[src/rtl/mul_div_unit.sv]
// Iterative 32-bit multiply/divide unit with architectural HI/LO registers.
// Fixed 34-cycle schedule: accept, 32 shift-add / shift-subtract steps, sign fix-up.
module mul_div_unit (
  input  logic        clk,
  input  logic        rst,
  input  logic        Start,
  input  logic [1:0]  Op,
  input  logic [31:0] A,
  input  logic [31:0] B,
  input  logic        WrHI,
  input  logic        WrLO,
  input  logic [31:0] WData,
  output logic        Busy,
  output logic        Done,
  output logic [31:0] HI,
  output logic [31:0] LO
);

  typedef enum logic [1:0] {StIdle, StCalc, StFix} state_e;

  state_e      state_q;
  logic [4:0]  cnt_q;
  logic        is_div_q;
  logic        neg_res_q;
  logic        neg_rem_q;
  logic [31:0] opnd_q;
  logic [63:0] acc_q;
  logic        busy_q;
  logic        done_q;
  logic [31:0] hi_q;
  logic [31:0] lo_q;

  logic        a_neg;
  logic        b_neg;
  logic [31:0] a_mag;
  logic [31:0] b_mag;
  logic [32:0] mul_sum;
  logic [63:0] mul_next;
  logic [32:0] div_shift;
  logic [32:0] div_diff;
  logic        div_ge;
  logic [63:0] div_next;
  logic [63:0] prod_fix;
  logic [31:0] quo_fix;
  logic [31:0] rem_fix;

  always_comb begin
    // Op[0] selects the signed variants
    a_neg = Op[0] & A[31];
    b_neg = Op[0] & B[31];
    a_mag = a_neg ? (32'd0 - A) : A;
    b_mag = b_neg ? (32'd0 - B) : B;

    // Multiply: acc = {partial product, remaining multiplier bits}
    mul_sum  = {1'b0, acc_q[63:32]} + (acc_q[0] ? {1'b0, opnd_q} : 33'd0);
    mul_next = {mul_sum, acc_q[31:1]};

    // Divide: acc = {partial remainder, dividend bits shifting into quotient}
    div_shift = {acc_q[63:32], acc_q[31]};
    div_diff  = div_shift - {1'b0, opnd_q};
    div_ge    = (div_shift >= {1'b0, opnd_q});
    div_next  = {(div_ge ? div_diff[31:0] : div_shift[31:0]), acc_q[30:0], div_ge};

    prod_fix = neg_res_q ? (64'd0 - acc_q) : acc_q;
    quo_fix  = neg_res_q ? (32'd0 - acc_q[31:0]) : acc_q[31:0];
    rem_fix  = neg_rem_q ? (32'd0 - acc_q[63:32]) : acc_q[63:32];
  end

  always_ff @(posedge clk) begin
    if (rst) begin
      state_q   <= StIdle;
      cnt_q     <= 5'd0;
      is_div_q  <= 1'b0;
      neg_res_q <= 1'b0;
      neg_rem_q <= 1'b0;
      opnd_q    <= 32'd0;
      acc_q     <= 64'd0;
      busy_q    <= 1'b0;
      done_q    <= 1'b0;
      hi_q      <= 32'd0;
      lo_q      <= 32'd0;
    end else begin
      done_q <= 1'b0;
      case (state_q)
        StIdle: begin
          if (Start) begin
            is_div_q  <= Op[1];
            neg_res_q <= a_neg ^ b_neg;
            neg_rem_q <= a_neg;
            opnd_q    <= Op[1] ? b_mag : a_mag;
            acc_q     <= {32'd0, (Op[1] ? a_mag : b_mag)};
            cnt_q     <= 5'd0;
            busy_q    <= 1'b1;
            state_q   <= StCalc;
          end else begin
            if (WrHI) hi_q <= WData;
            if (WrLO) lo_q <= WData;
          end
        end
        StCalc: begin
          acc_q <= is_div_q ? div_next : mul_next;
          cnt_q <= cnt_q + 5'd1;
          if (cnt_q == 5'd31) state_q <= StFix;
        end
        StFix: begin
          if (is_div_q) begin
            hi_q <= rem_fix;
            lo_q <= quo_fix;
          end else begin
            hi_q <= prod_fix[63:32];
            lo_q <= prod_fix[31:0];
          end
          done_q  <= 1'b1;
          busy_q  <= 1'b0;
          state_q <= StIdle;
        end
        default: state_q <= StIdle;
      endcase
    end
  end

  assign Busy = busy_q;
  assign Done = done_q;
  assign HI   = hi_q;
  assign LO   = lo_q;

endmodule

[config.mk]
export PLATFORM = sky130hd
export DESIGN_NAME = mul_div_unit
export DESIGN_NICKNAME = d
export VERILOG_FILES = /design/src/rtl/mul_div_unit.sv
export SDC_FILE = /design/constraint.sdc
export NUM_CORES = 1
export LEC_CHECK = 0
export BUFFER_PORTS_ARGS = -buffer_cell sky130_fd_sc_hd__buf_4
export CAP_MARGIN = 20
export CORE_AREA = 2 2 231 165
export CTS_CLUSTER_DIAMETER = 120
export DETAILED_ROUTE_END_ITERATION = 8
export DIE_AREA = 0 0 233 167
export GPL_TIMING_DRIVEN = 0
export SETUP_SLACK_MARGIN = 0.1
export SYNTH_ARGS = -nofsm -noshare
export SYNTH_HDL_FRONTEND = slang
export SYNTH_SLANG_ARGS = --single-unit
[constraint.sdc]
create_clock -name clk -period 8.7 [get_ports clk]
set_input_delay 0.87 -clock clk [delete_from_list [all_inputs] [get_ports clk]]
set_output_delay 0.87 -clock clk [all_outputs]
set_load 0.02 [all_outputs]
==> results by group <==
Power and ir drop
  – Peak supply drop: 0.000160 V
  – Total power: roughly 2600 uW
  – Static leakage: just under 0.007 uW
  – PwrDens: 153 mW/mm2

Drt
  – Drt wl/cell: between 20 and 25 um
  – Initial drt markers: a little under 2000
  – Drt first pass iters: 7
  – Drt drc: 0
  – Via-per-instance ratio: about 6
  – Vias: 16500
  – Drt total wl: ~65 mm
  – Routed Antenna Nets: 0

Floorplan
  – # rows: 59
  – Chip Height: about 170 um
  – Area of the die: 0.0389 mm2
  – Die X: around 230 um
  – Initial Util: 39.5%
  – Core area: around 0.037 mm2
  – Ports: ~170

Critical path
  – CP bufs+invs: 2
  – Critical Path AT: about 5100 ps
  – Crit path max-delay family: compound AO/OA/AOI/OAI gates
  – Crit-path max cell delay: between 700 and 800 ps
  – Worst path required time: slightly above 9000 ps
  – Critical path class: reg2reg
  – Element type at the critical path start: flip-flop
  – Crit-path slowest cell: a32oi_1
  – R2r startpoint: acc_q[0]
  – Crit. Startpoint: acc_q[0]
  – Crit path capture type: flip-flop
  – Most frequent CP cell: a21oi_1
  – Max FO, Critical Path: 10
  – Crit path cell chain: inv_1 -> clkbuf_1 -> nor2_1 -> ha_1 -> and3_1 -> a221oi_1 -> a21oi_1 -> a32oi_1 -> nand2_1 -> a21oi_1 -> o31ai_1 -> a21oi_1 -> xnor2_1 -> a221o_1

Placement
  – Global placer's final weighted congestion: 0.975
  – Dpl cells: about 2700
  – Port Buf Inserts: 167
  – Dpl hpwl: about 52 mm

Logic synthesis
  – Post-synth EDFFs: 0
  – Ys async rst share: 0%
  – Seq/Total Area, Yosys: 23.8%
  – Synth warn: 0
  – Syn Nets: ~2200
  – Yosys cell types: around 80
  – Mapped Cells: ~2000
  – Synthesized flop and latch total: about 170
  – Mapped Area: roughly 0.014 mm2
  – Mean post-synth cell area: around 7.2 um2
  – Dominant synthesized flop cell: dfxtp_1

Global routing
  – Largest net degree at the start of global routing: 19
  – Initial antenna violation count: 0
  – Vias in the first global route: 15100
  – Total GRT Usage: 32.5%
  – First-pass GRT wire length: 95.6 mm
  – Total gr overflow: 0

Timing
  – Final slew viol count: 0
  – Min Clock Period, post-route: 4710 ps
  – Clock Skew: 14.4 ps
  – Hold WS: approximately 450 ps
  – Slew margin rel.: approximately a quarter
  – Setup TNS: 0 ps
  – RSZ-0062 raised after global routing: false
  – Final Hold Viols: 0
  – Worst-Margin Slew: around 1100 ps
  – Final Setup Violations: 0
  – Achievable frequency: ~210 MHz
  – Tcrit/Tclk final: 54.1%

Clock tree
  – H-tree depth: 4
  – Clk_lat worst skew: around 470 ps
  – Clk buf depth: 2
  – Post-CTS Hold Buffers: 0
  – Clk sink count: 172
  – # Post-CTS Setup Buffers: 0
  – Root Driver: clkbuf_16
  – Post_cts resized: 0
  – Clock slew at reported path FFs: ~80 ps
  – TritonCTS clock tree: built
  – Num CTS Buffers: 17

Layout
  – Fraction of layout instances using a drive strength above 1: between 10% and 20%
  – Util after Layout: between 40 and 50%
  – Leading cell type in the layout, fill and taps excluded: nor2_1
  – Most frequent cells in the layout: nor2_1, nand2_1, a21oi_1, dfxtp_1, buf_4
  – Layout overhead on the synthesized area: 17.3%
  – Final Non-Filler Cells: 2688
  – Nets: between 2000 and 2500
  – Diode count: 0

Min path
  – Critical hold path startpoint: opnd_q[10]
  – Hold Crit Class: reg2reg

Status
  – Status: complete, no violations

Job
  – MaxCap Viol Count: 0
[synth_stat cells (all sizes together), types with 8 or more instances]
cell type  number  share of area, %
nor4           18              0.91
buf            10              0.32
o21ai          98               3.4
o211ai         36               1.9
clkbuf        130               3.4
mux2i          42               2.9
o31ai          27               1.4
nor3           40               1.5
nand3          36               1.2
o41ai          15              0.91
nand2b          9              0.39
a21oi         203               7.0
or4             8              0.44
a31oi          22              0.95
or2             8              0.35
a22oi          15              0.78
a21o           39               2.0
inv            65               1.7
dfxtp         172                24
or3            25               1.1
nor2          245               6.3
nor2b          20              0.86
a311oi         16              0.97
and2           13              0.56
nand4          11              0.52
nand2         218               5.6
and3           11              0.48
ha             70               6.0
xor2           67               4.1
a211oi        101               5.3
xnor2         101               6.1
[per-stage QoR]
stage,cell area (um2),setup WS [ps]
after floorplan,14500,5250
after global placement,16300,4190
after detailed placement,16300,4220
after CTS,17000,4180
after global routing,17000,3710
final,17000,3990
[power by group]
group | switching (uW) | internal, uW | total, uW
clock network | 407 | 448 | 856
registers | 56.6 | 835 | 892
logic | 549 | 305 | 853
[routing by layer]
metal / GRT usage (%) / share of wire, % / up-vias
met5: 0 / 0 / -
met4: 8.28 / 2.2 / 0
met3: 5.10 / 10 / 87
met2: 46.5 / 40 / 936
met1: 49.9 / 48 / 7838
li1: - / - / 7618
[flip-flops by register name (all words and copies together) (netlist names), 2 cells and up]
| register | count |
|---|---|
| HI | 32 |
| LO | 32 |
| acc_q | 64 |
| cnt_q | 5 |
| opnd_q | 32 |
| state_q | 2 |
[path summary, 6_finish.rpt]
kind	end	slack, ps	cells after the start
max reg2reg	acc_q[50]	3990	14
min reg2reg	opnd_q[10]	450	2
max	acc_q[50]	3990	14
min	opnd_q[10]	450	2
[area by class of cell]
cell class                      count  area, um2
Clock buffer                       18        439
Clock inverter                     14        199
Inverter                           68        255
Multi-Input combinational cell   1621      10200
Timing Repair Buffer              167       1250
Sequential cell                   172       3440
Fill cell                        3749      19700
Buffer                            140        536
Tap cell                          488        611
[cells by family after synthesis]
family                     Yosys count  share of synthesized area [%]
adders and majority gates           72                           6.32
AOI/OAI and AO/OA                  654                           29.6
and+or+nand+nor                    683                           21.6
DFF                                172                           23.8
muxes                               44                           3.06
xor gates and xnor gates           168                           10.2
buffers and inverters              208                           5.46
[worst register-to-register path: stages (launching register included)]
cell and delay, ps:
dfxtp_1 440, inv_1 220, clkbuf_1 500, nor2_1 120, ha_1 360, and3_1 200
a221oi_1 510, a21oi_1 260, a32oi_1 710, nand2_1 120, a21oi_1 390, o31ai_1 120
a21oi_1 190, xnor2_1 140, a221o_1 330
No activity file was read; power rests on OpenSTA's default activity.
